[config.mk]
export PLATFORM = sky130hd
export DESIGN_NAME = io_mailbox
export DESIGN_NICKNAME = d
export VERILOG_FILES = /design/src/rtl/io_mailbox_pkg.sv /design/src/rtl/io_mailbox_fifo.sv /design/src/rtl/io_mailbox.sv
export SDC_FILE = /design/constraint.sdc
export NUM_CORES = 1
export LEC_CHECK = 0
export CAP_MARGIN = 20
export CORE_MARGIN = 5
export CORE_UTILIZATION = 53
export CTS_CLUSTER_SIZE = 30
export DETAILED_ROUTE_END_ITERATION = 10
export PLACE_DENSITY = 0.76
export SYNTH_ARGS = -nofsm -noshare
export SYNTH_HDL_FRONTEND = slang
export SYNTH_HIERARCHICAL = 1
export SYNTH_SLANG_ARGS = --single-unit
[constraint.sdc]
create_clock -name clk -period 2.55 [get_ports clk]
set_input_delay 0.255 -clock clk [delete_from_list [all_inputs] [get_ports clk]]
set_output_delay 0.255 -clock clk [all_outputs]
set_load 0.03 [all_outputs]
[src/rtl/io_mailbox_pkg.sv]
// io_mailbox_pkg: register offsets and bit positions shared by the mailbox files
package io_mailbox_pkg;
  typedef enum logic [1:0] {
    REG_DATA   = 2'd0,
    REG_STATUS = 2'd1,
    REG_CTRL   = 2'd2,
    REG_COUNT  = 2'd3
  } reg_e;
  localparam int ST_RX_AVAIL = 0;
  localparam int ST_RX_FULL  = 1;
  localparam int ST_TX_EMPTY = 2;
  localparam int ST_TX_FULL  = 3;
  localparam int ST_TX_OVF   = 4;
  localparam int ST_RX_UDF   = 5;
  localparam int ST_IRQ_EN   = 6;
  localparam int CTRL_TX_FLUSH = 0;
  localparam int CTRL_RX_FLUSH = 1;
  localparam int CTRL_IRQ_EN   = 2;
endpackage

[src/rtl/io_mailbox_fifo.sv]
// byte_fifo: byte FIFO with flush; head byte reads as 0 while empty
module byte_fifo #(
  parameter int DEPTH_LOG2 = 3
) (
  input  logic                  clk,
  input  logic                  rst_n,
  input  logic                  push,
  input  logic                  pop,
  input  logic                  flush,
  input  logic [7:0]            din,
  output logic [7:0]            dout,
  output logic [DEPTH_LOG2:0]   count,
  output logic                  empty,
  output logic                  full
);
  localparam int DEPTH = 1 << DEPTH_LOG2;
  localparam int CW = DEPTH_LOG2 + 1;
  logic [7:0] mem_q [DEPTH];
  logic [DEPTH_LOG2-1:0] wr_ptr_q, wr_ptr_d, rd_ptr_q, rd_ptr_d;
  logic [DEPTH_LOG2:0] count_q, count_d;
  logic do_push, do_pop;
  assign empty = count_q == '0;
  assign full = count_q == CW'(DEPTH);
  assign count = count_q;
  assign dout = empty ? 8'h00 : mem_q[rd_ptr_q];
  always_comb begin
    do_push = push && !full;
    do_pop = pop && !empty;
    wr_ptr_d = flush ? '0 : wr_ptr_q + DEPTH_LOG2'(do_push);
    rd_ptr_d = flush ? '0 : rd_ptr_q + DEPTH_LOG2'(do_pop);
    count_d = flush ? '0 : count_q + CW'(do_push) - CW'(do_pop);
  end
  always_ff @(posedge clk or negedge rst_n) begin
    if (!rst_n) begin
      wr_ptr_q <= '0;
      rd_ptr_q <= '0;
      count_q <= '0;
    end else begin
      wr_ptr_q <= wr_ptr_d;
      rd_ptr_q <= rd_ptr_d;
      count_q <= count_d;
    end
  end
  always_ff @(posedge clk) begin
    if (do_push && !flush) mem_q[wr_ptr_q] <= din;
  end
endmodule

[src/rtl/io_mailbox.sv]
// io_mailbox: port-mapped byte mailbox with TX/RX FIFOs, status, flush and irq
module io_mailbox
  import io_mailbox_pkg::*;
#(
  parameter logic [7:0] BASE_ADDR = 8'h00,
  parameter int DEPTH_LOG2 = 3
) (
  input  logic       clk,
  input  logic       rst_n,
  input  logic [7:0] port_addr,
  input  logic       wr,
  input  logic       rd,
  input  logic [7:0] wr_data,
  output logic [7:0] rd_data,
  output logic [7:0] tx_data,
  output logic       tx_valid,
  input  logic       tx_ready,
  input  logic [7:0] rx_data,
  input  logic       rx_valid,
  output logic       rx_ready,
  output logic       irq
);
  logic [7:0] off, status, rx_dout;
  logic hit, tx_push, tx_pop, tx_flush, rx_push, rx_pop, rx_flush, rx_rd, st_rd, ctrl_wr;
  logic tx_empty, tx_full, rx_empty, rx_full;
  logic [DEPTH_LOG2:0] tx_count, rx_count;
  logic tx_ovf_q, tx_ovf_d, rx_udf_q, rx_udf_d, irq_en_q, irq_en_d;
  reg_e sel;
  byte_fifo #(.DEPTH_LOG2(DEPTH_LOG2)) u_tx (
    .clk(clk), .rst_n(rst_n), .push(tx_push), .pop(tx_pop), .flush(tx_flush),
    .din(wr_data), .dout(tx_data), .count(tx_count), .empty(tx_empty), .full(tx_full)
  );
  byte_fifo #(.DEPTH_LOG2(DEPTH_LOG2)) u_rx (
    .clk(clk), .rst_n(rst_n), .push(rx_push), .pop(rx_pop), .flush(rx_flush),
    .din(rx_data), .dout(rx_dout), .count(rx_count), .empty(rx_empty), .full(rx_full)
  );
  assign tx_valid = !tx_empty;
  assign rx_ready = !rx_full;
  assign irq = irq_en_q && (!rx_empty || tx_ovf_q || rx_udf_q);
  always_comb begin
    off = port_addr - BASE_ADDR;
    hit = off[7:2] == '0;
    sel = reg_e'(off[1:0]);
    tx_push = wr && hit && sel == REG_DATA;
    ctrl_wr = wr && hit && sel == REG_CTRL;
    rx_rd = rd && hit && sel == REG_DATA;
    st_rd = rd && hit && sel == REG_STATUS;
    tx_pop = tx_valid && tx_ready;
    rx_push = rx_valid && rx_ready;
    rx_pop = rx_rd && !rx_empty;
    tx_flush = ctrl_wr && wr_data[CTRL_TX_FLUSH];
    rx_flush = ctrl_wr && wr_data[CTRL_RX_FLUSH];
    irq_en_d = ctrl_wr ? wr_data[CTRL_IRQ_EN] : irq_en_q;
    // a new set event in the same cycle as a STATUS read keeps the flag set
    tx_ovf_d = (tx_push && tx_full) || (tx_ovf_q && !st_rd);
    rx_udf_d = (rx_rd && rx_empty) || (rx_udf_q && !st_rd);
    status = '0;
    status[ST_RX_AVAIL] = !rx_empty;
    status[ST_RX_FULL] = rx_full;
    status[ST_TX_EMPTY] = tx_empty;
    status[ST_TX_FULL] = tx_full;
    status[ST_TX_OVF] = tx_ovf_q;
    status[ST_RX_UDF] = rx_udf_q;
    status[ST_IRQ_EN] = irq_en_q;
    rd_data = !(rd && hit) ? 8'h00 :
              sel == REG_DATA ? rx_dout :
              sel == REG_STATUS ? status :
              sel == REG_CTRL ? {5'b0, irq_en_q, 2'b0} :
              {4'(tx_count), 4'(rx_count)};
  end
  always_ff @(posedge clk or negedge rst_n) begin
    if (!rst_n) begin
      tx_ovf_q <= 1'b0;
      rx_udf_q <= 1'b0;
      irq_en_q <= 1'b0;
    end else begin
      tx_ovf_q <= tx_ovf_d;
      rx_udf_q <= rx_udf_d;
      irq_en_q <= irq_en_d;
    end
  end
endmodule

* Word-level counts from Yosys, hierarchy flattened
Memories as Yosys holds them, arrays and structs flattened.
Cells that the tools add are included.
** Word-level totals
- Bits of input ports :: 30
- ROM bits :: 0
- Flip-flop bits (word level) :: 23
- Memories kept :: 2
- Bits in writable memories :: 128
- Output and inout bits :: 19
- Logic and storage cells :: 76
- Bits in latches :: 0
** Memories
- u_rx.mem_q :: words 8, bits a word 8, read ports 1, clocked after Yosys merged registers in 0, write ports 1, line io_mailbox_fifo.sv:18 : logic [7:0] mem_q [DEPTH];
- u_tx.mem_q :: words 8, bits a word 8, read ports 1, clocked after Yosys merged registers in 0, write ports 1, line io_mailbox_fifo.sv:18
** Cells by class
- Divide/modulo/power cells :: 0
- Order comparisons :: 0
- Equality and inequality tests :: 4
- Bitwise gates (word level) :: 0
- Shift-type cells :: 0
- Reductions and logical operators :: 37
- Mux-type cells :: 16
- Multipliers :: 0
- Add/sub/neg operators :: 8
** Operators with widths (number)
- $mux W8 :: 6
- $logic_and A1 B1 Y1 :: 22
- $add A3 B1 Y3 :: 4
- $mux W3 :: 4
- $add A4 B1 Y4 :: 2
- $eq A4 B4 Y1 const B :: 2
- $logic_not A4 Y1 :: 2
- $mux W4 :: 2
- $sub A4 B1 Y4 :: 2
- $logic_not A1 Y1 :: 7
- $logic_not A6 Y1 :: 1
- $logic_or A1 B1 Y1 :: 4
- $mux W1 :: 4
- $eq A2 B1 Y1 const B :: 1
- $eq A2 B2 Y1 const B :: 1
- $logic_not A2 Y1 :: 1

* Logic depth before layout (Yosys ltp)
Gate-level depths: netlist of the first run.
- Depth in word-level cells :: 8
- Mapped depth :: 13
- Depth with buffers taken out :: 13

* Hierarchy
The synthesis of the first run kept the hierarchy.
** Modules (own cells, without submodules)
- byte_fifo :: area each 3141.8 um2, cells each 194, instances 2
- io_mailbox :: area each 462.9 um2, cells each 57, instances 1

* Least setup slack after synthesis of the first run
Ideal clock, no wire load.
- Kind :: reg-to-reg
- Start :: register u_rx.count_q[2] (netlist: u_rx/count[2])
- End :: register u_rx.count_q[3] (netlist: u_rx/count[3])
- Stages on the path, launching flop included :: 12
- Data arrival time :: 2.421 ns
- Clock period less this slack :: 2.546 ns
- Setup slack :: 0.004 ns
- Path buffers :: 0
- Cell sequence :: dfrtp_1 -> inv_1 -> ha_1 -> nor3b_2 -> nor4_2 -> nor2b_1 -> ha_1 -> inv_1 -> ha_1 -> a21o_1 -> a21oi_1 -> mux2_2
** Between the ends
- Elaborated cells on any way between the ends :: 11
- Those cells by class :: 2 x add/sub; 1 x eq/ne; 1 x mux; 7 x reduce/logical
** RTL lines
- from (decl) :: line io_mailbox_fifo.sv:20 : logic [DEPTH_LOG2:0] count_q, count_d;
- from (signal assigned) :: line io_mailbox_fifo.sv:41 : count_q <= count_d;
- $logic_not A4 Y1 :: line io_mailbox_fifo.sv:22 : assign empty = count_q == '0;
- net rx_empty :: line io_mailbox.sv:25 : logic tx_empty, tx_full, rx_empty, rx_full;
- $logic_not A1 Y1 :: line io_mailbox.sv:50 : rx_pop = rx_rd && !rx_empty;
- $logic_and A1 B1 Y1 :: line io_mailbox.sv:50
- net rx_pop :: line io_mailbox.sv:24 : logic hit, tx_push, tx_pop, tx_flush, rx_push, rx_pop, rx_flush, rx_rd, st_rd, ctrl_wr;
- $logic_and A1 B1 Y1 :: line io_mailbox_fifo.sv:28 : do_pop = pop && !empty;
- $sub A4 B1 Y4 :: line io_mailbox_fifo.sv:31 : count_d = flush ? '0 : count_q + CW'(do_push) - CW'(do_pop);
- $mux W4 :: line io_mailbox_fifo.sv:31
- net u_rx.count_d[3] :: line io_mailbox_fifo.sv:20
The timed path passes the listed nets, and every way through them passes these cells.
A chain may end at the register's enable or synchronous reset.

* Worst setup path after layout of the first run
- Start :: register u_rx.count_q[2] (netlist: u_rx/count[2])
- End :: register u_rx.count_q[3] (netlist: u_rx/count[3])
** Between the ends
- Cells in the longest elaborated chain, start to end :: 7
- Elaborated cells on any way between the ends :: 11
- Those cells by class :: 2 x add/sub; 1 x eq/ne; 1 x mux; 7 x reduce/logical
** Ends and longest elaborated chain
- $eq A4 B4 Y1 :: line io_mailbox_fifo.sv:23 : assign full = count_q == CW'(DEPTH);
- net rx_full :: line io_mailbox.sv:25
- $logic_not A1 Y1 :: line io_mailbox.sv:38 : assign rx_ready = !rx_full;
- $logic_and A1 B1 Y1 :: line io_mailbox.sv:49 : rx_push = rx_valid && rx_ready;
- net rx_push :: line io_mailbox.sv:24
- $logic_and A1 B1 Y1 :: line io_mailbox_fifo.sv:27 : do_push = push && !full;
- $add A4 B1 Y4 :: line io_mailbox_fifo.sv:31
- $sub A4 B1 Y4 :: line io_mailbox_fifo.sv:31
- $mux W4 :: line io_mailbox_fifo.sv:31
- net u_rx.count_d[3] :: line io_mailbox_fifo.sv:20
The timed path passes the listed nets, and every way through them passes these cells.

==> flow_summary.yaml, run 1 <==
global_route:
  grt_max_degree: 34
  global_route.overflow_total: 0
  grt_usage: 0.196
  grt_pass1_wl_mm: 21.8
  first_global_vias: 4007
  antenna_found_initial: 0
flow_run:
  cap_violations: 0
floorplanning:
  fp.dieArea_mm2: 0.0151
  core_mm2: 0.0126
  die_h_um: 123
  start_util: 0.537
  die_w_um: 123
  rows: 41
  num_io_pins: 49
power:
  p_sw_frac: 0.310
  pwr-share-clk: 0.292
  powerDensity_mw_per_mm2: 978
  switchingPower_uw: 2560
  power_uw: 8240
  seqPwrFrac: 0.384
  p_int_uw: 5680
  p_leak_uw: 0.00321
  p_comb_frac: 0.323
  peakVddDrop_mv: 0.560
sta:
  relSlewSlack: 0.507
  fin_crit_ns: 2.55
  hold_viol: 0
  timing.fmax_ghz: 0.392
  fin_setup_tns_ns: 0
  fin_skew_ns: 0.00517
  drv_slew: 0
  hold-worst-slack_ns: 0.202
  tightest_slew_ns: 0.737
  finalCritPeriodShare: 0.999
  rsz0062_at_grt: "yes"
  setup_viol: 0
synth:
  synth.avg_cell_area_um2: 15.2
  synth-main-ff-cell: "edfxtp_1"
  synth_cell_type_count: 42
  syn_inst: 445
  synth_warnings: 6
  synth.ff_latch_count: 151
  async_flop_share: 0.152
  synth-edff-count: 128
  yosysSeqAreaShare: 0.655
  synth_nets: 497
  synth.cell_area_mm2: 0.00675
setup_path:
  end_kind: "flop"
  r2r_end: "u_rx/count[3]"
  critPathRequiredTime_ns: 2.85
  rr_startpoint: "u_rx/count[2]"
  reg2regPathDepth: 13
  worstSetupPathType: "flop to flop"
  regToRegSetupSlack_ns: 0.002
  cp-start-kind: "flop"
  critPathMaxFanout: 3
  arrival_ns: 2.85
clock_tree:
  cts_tree: "built"
  cts.reportedPaths.clkPinSlew_ns: 0.06
  holdBufCountCts: 0
  clock_path_buffers: 2
  clock-root-buffer: "clkbuf_16"
  numCtsBuffers: 17
  cts.sinks: 151
  htree_levels: 4
  insertion_delay_ns: 0.41
layout:
  final_util: 0.670
  n_antenna_cell: 0
  final_area_mm2: 0.00842
  layout.nets: 604
  area_growth_pct: 24.9
  final_cell_mix: "edfxtp_1 (128), buf_4 (70), mux2i_1 (64)"
  layout_commonest_cell: "edfxtp_1"
  nFillCells: 929
  drive_gt1_frac: 0.262
hold_path:
  hold_path.class: "input pin to async pin"
placed_design:
  place.gp.congestion: 0.819
  port-buffer-count: 48
  hpwlAfterDp_mm: 9.06
  placed_cell_area_mm2: 0.00766
routing:
  drt_iter0_drc: 252
  routedWlPerCell_um: 19.0
  drt-pass1-iter-count: 4
  routed_via_density: 5.48
  drc: 0
  vias: 4037
  ant_nets: 0
  drt-total-wl_mm: 14.0
status:
  run_status: "finished, final reports clean"
==> cells by family (layout without fill, tap and decap cells) <==
kind of cell,count (synthesis),in the layout,share of synthesized area
flip-flops,151,151,0.655
AND/OR/NAND/NOR,109,109,0.0979
multiplexers,73,73,0.112
AO/OA/AOI/OAI,46,46,0.0558
buffers and inverters,38,158,0.0282
adder cells (fa/ha/maj),22,22,0.0430
XOR/XNOR,6,6,0.00779
==> cell type report <==
cell class | count | area, um^2 | share of cell area
multi-input combinational | 256 | 2250 | 0.267
inverter | 20 | 75.1 | 0.00891
clock inverter | 12 | 131 | 0.0156
clock buffer | 20 | 437 | 0.0518
tap | 172 | 215 | 0.0255
timing repair buffer | 106 | 897 | 0.107
sequential | 151 | 4420 | 0.525
==> flip-flops by register name, summed over array words and instances, names as in the netlist <==
name           flops
irq_en_q           1
u_tx/rd_ptr_q      3
rx_udf_q           1
u_tx/wr_ptr_q      3
tx_ovf_q           1
u_rx/rd_ptr_q      3
u_rx/count         4
u_tx/count         4
u_rx/wr_ptr_q      3
u_tx/mem_q        64
u_rx/mem_q        64
==> per-layer routing <==
layer  GRT usage  vias up  wire length, um
li1            -     1895                -
met1       0.250     2019             5800
met2       0.328       99             7220
met3      0.0401       24              618
met4      0.0770        0              342
met5           0        -                0
==> worst max-delay path: stages (launching register included) <==
cell and delay (ns):
dfrtp_1 0.39, inv_2 0.08, ha_2 0.15, or3b_4 0.38, inv_2 0.06, nor2b_1 0.05
and2_4 0.14, inv_2 0.05, ha_2 0.16, inv_2 0.04, ha_1 0.26, a21o_1 0.19
a21oi_2 0.15, mux2_4 0.31
==> worst max-delay path by stage <==
stage,startpoint,endpoint,slack [ns]
floorplan,u_rx/count[2],u_rx/count[3],0.004
global placement,port_addr[3],u_rx/count[3],-0.23
detailed placement,port_addr[3],u_rx/count[3],-0.26
CTS,u_rx/count[3],u_rx/count[3],-0.02
global route,u_rx/count[2],u_rx/count[3],-0.08
finish,u_rx/count[2],u_rx/count[3],0.002
==> power by group through the flow <==
stage	Clock, uW	Combinational, uW	Sequential, uW
floorplan	0	1670	3150
global placement	0	2350	3180
detailed placement	0	2440	3200
CTS	2450	2520	3160
global route	2570	2890	3200
finish	2410	2660	3170
==> what timing repair did <==
action	4_1_cts	5_1_grt
endpoints found under the setup margin	6	11
hold endpoints to repair	0	0
cloned	0	0
setup buffers	4	6
pin swaps	0	6
resized for setup	10	26
==> synth_stat cells, types with 3 or more instances <==
master	number	share of area
dfrtp_1	23	0.085
mux2_2	7	0.012
inv_1	18	0.010
a22o_1	32	0.042
nor3_1	18	0.013
a21oi_1	4	0.0030
edfxtp_1	128	0.57
a21o_1	3	0.0033
clkbuf_1	4	0.0022
nor2b_1	25	0.023
mux2i_1	64	0.095
nor2_1	32	0.018
nand2_1	5	0.0028
buf_1	4	0.0022
buf_4	4	0.0045
xnor2_1	6	0.0078
ha_1	20	0.037
nand2b_1	5	0.0046
buf_6	4	0.0067
a22oi_1	5	0.0056
==> per-stage QoR <==
step	std cells	worst slack [ns]
CTS	731	-0.0152
global route	737	-0.0771
finish	737	0.00158
global placement	695	-0.228
detailed placement	695	-0.259
floorplan	445	0.00445
Power figures use the tool's default switching activity.
==> inputs of run 2 (changes only) <==
PLACE_DENSITY = 0.77   (was 0.76)
==> flow_summary.yaml, run 2 (synthesis results as in run 1) <==
status:
  run_status: "finished, final reports clean"
floorplanning:
  rows: 41
  num_io_pins: 49
  start_util: 0.537
  die_h_um: 123
  fp.dieArea_mm2: 0.0151
  core_mm2: 0.0126
  die_w_um: 123
placed_design:
  hpwlAfterDp_mm: 8.98
  place.gp.congestion: 0.752
  placed_cells: 697
  dp_slack_ns: -0.244
  port-buffer-count: 48
clock_tree:
  holdBufCountCts: 0
  insertion_delay_ns: 0.41
  cts.reportedPaths.clkPinSlew_ns: 0.06
  numCtsBuffers: 17
  cts_tree: "built"
  cts.sinks: 151
  htree_levels: 4
  clock_path_buffers: 2
  clock-root-buffer: "clkbuf_16"
layout:
  n_antenna_cell: 0
  nFillCells: 894
  reg_top3: "u_rx/mem_q: 64 flops, u_tx/mem_q: 64 flops"
  area_growth_pct: 24.6
  final_cell_mix: "edfxtp_1 (128), buf_4 (67), mux2i_1 (64)"
  layout.nets: 602
  drive_gt1_frac: 0.249
  layout_commonest_cell: "edfxtp_1"
  fin_cells: 735
global_route:
  global_route.overflow_total: 0
  antenna_found_initial: 0
  grt_pass1_wl_mm: 21.0
  grt_max_degree: 34
  grt_usage: 0.191
  first_global_vias: 4089
setup_path:
  worstSetupStartpoint: "u_rx/count[2]"
  critPathMaxFanout: 3
  critPathRequiredTime_ns: 2.85
  regToRegSetupSlack_ns: 0.03
  end_kind: "flop"
  cp-endpoint: "u_rx/count[3]"
  rr_startpoint: "u_rx/count[2]"
  reg2regPathDepth: 13
  r2r_end: "u_rx/count[3]"
  cp-start-kind: "flop"
  arrival_ns: 2.82
  worstSetupPathType: "flop to flop"
sta:
  setup_viol: 0
  rsz0062_at_grt: "yes"
  finalCritPeriodShare: 0.988
  hold-worst-slack_ns: 0.208
  fin_ws_ns: 0.0315
  timing.fmax_ghz: 0.397
  fin_skew_ns: 0.00679
  hold_viol: 0
  fin_setup_tns_ns: 0
  drv_slew: 0
  tightest_slew_ns: 0.755
  relSlewSlack: 0.496
  fin_crit_ns: 2.52
power:
  peakVddDrop_mv: 0.677
  power_uw: 8160
  powerDensity_mw_per_mm2: 971
  p_leak_uw: 0.00323
flow_run:
  cap_violations: 0
routing:
  drc: 0
  drt-total-wl_mm: 13.4
  ant_nets: 0
  drt_iter0_drc: 243
  routed_via_density: 5.36
  vias: 3940
  routedWlPerCell_um: 18.2
  drt-pass1-iter-count: 4
hold_path:
  hold_path.class: "input pin to async pin"
-- run 2: routing by layer --
| metal | GRT usage | vias to the layer above | routed length [um] |
|---|---|---|---|
| li1 | - | 1897 | - |
| met1 | 0.224 | 1942 | 5280 |
| met2 | 0.345 | 83 | 7340 |
| met3 | 0.0355 | 18 | 560 |
| met4 | 0.0763 | 0 | 194 |
| met5 | 0 | - | 0 |
-- run 2: power breakdown --
group | switching [uW] | leakage, uW | total [uW] | internal (uW)
clock network | 925 | 0.000289 | 2450 | 1520
logic | 1340 | 0.00150 | 2550 | 1210
registers | 191 | 0.00144 | 3170 | 2980
-- run 2: final cells by class --
class	count	area (um^2)	share of cell area
sequential	151	4420	0.526
multi-input combinational	256	2200	0.262
timing repair buffer	104	910	0.108
clock buffer	17	425	0.0506
tap	172	215	0.0256
clock inverter	15	160	0.0190
inverter	20	75.1	0.00893
-- run 2: critical path, stage by stage (launching register included) --
cell     delay (ns)
dfrtp_1        0.38
inv_2          0.08
ha_1           0.13
or3b_4         0.39
inv_2          0.07
nor2b_1        0.05
and2_4         0.14
inv_2          0.05
ha_1           0.13
inv_1          0.05
ha_1           0.27
a21o_1         0.19
a21oi_2        0.16
mux2_4         0.31
-- run 2: metrics by stage --
| stage | util | cell area [um^2] |
|---|---|---|
| detailed placement | 0.612 | 7690 |
| floorplan | - | 6750 |
| global placement | 0.612 | 7690 |
| global route | 0.669 | 8410 |
| CTS | 0.662 | 8320 |
| finish | 0.669 | 8410 |
-- run 2: timing repair --
action | CTS | global route
pin swaps | 1 | 4
gates resized for setup | 6 | 17
endpoints found under the hold margin | 0 | 0
setup buffers | 2 | 4
setup endpoints to repair | 4 | 11
-- run 2: how the worst min path moves through the flow --
stage                  start               end  slack (ns)
floorplan              rst_n          irq_en_q       -0.04
global placement    tx_ovf_q          tx_ovf_q        0.49
detailed placement  tx_ovf_q          tx_ovf_q        0.51
CTS                    rst_n  u_rx/wr_ptr_q[0]        0.20
global route           rst_n     u_rx/count[0]        0.24
finish                 rst_n     u_rx/count[3]        0.21
==> inputs of run 3 (changes only) <==
CAP_MARGIN = unset   (was 20)
SLEW_MARGIN = 40   (was unset)
==> results of run 3 <==
The final DEF is identical to that of run 2; final timing and power are the same.
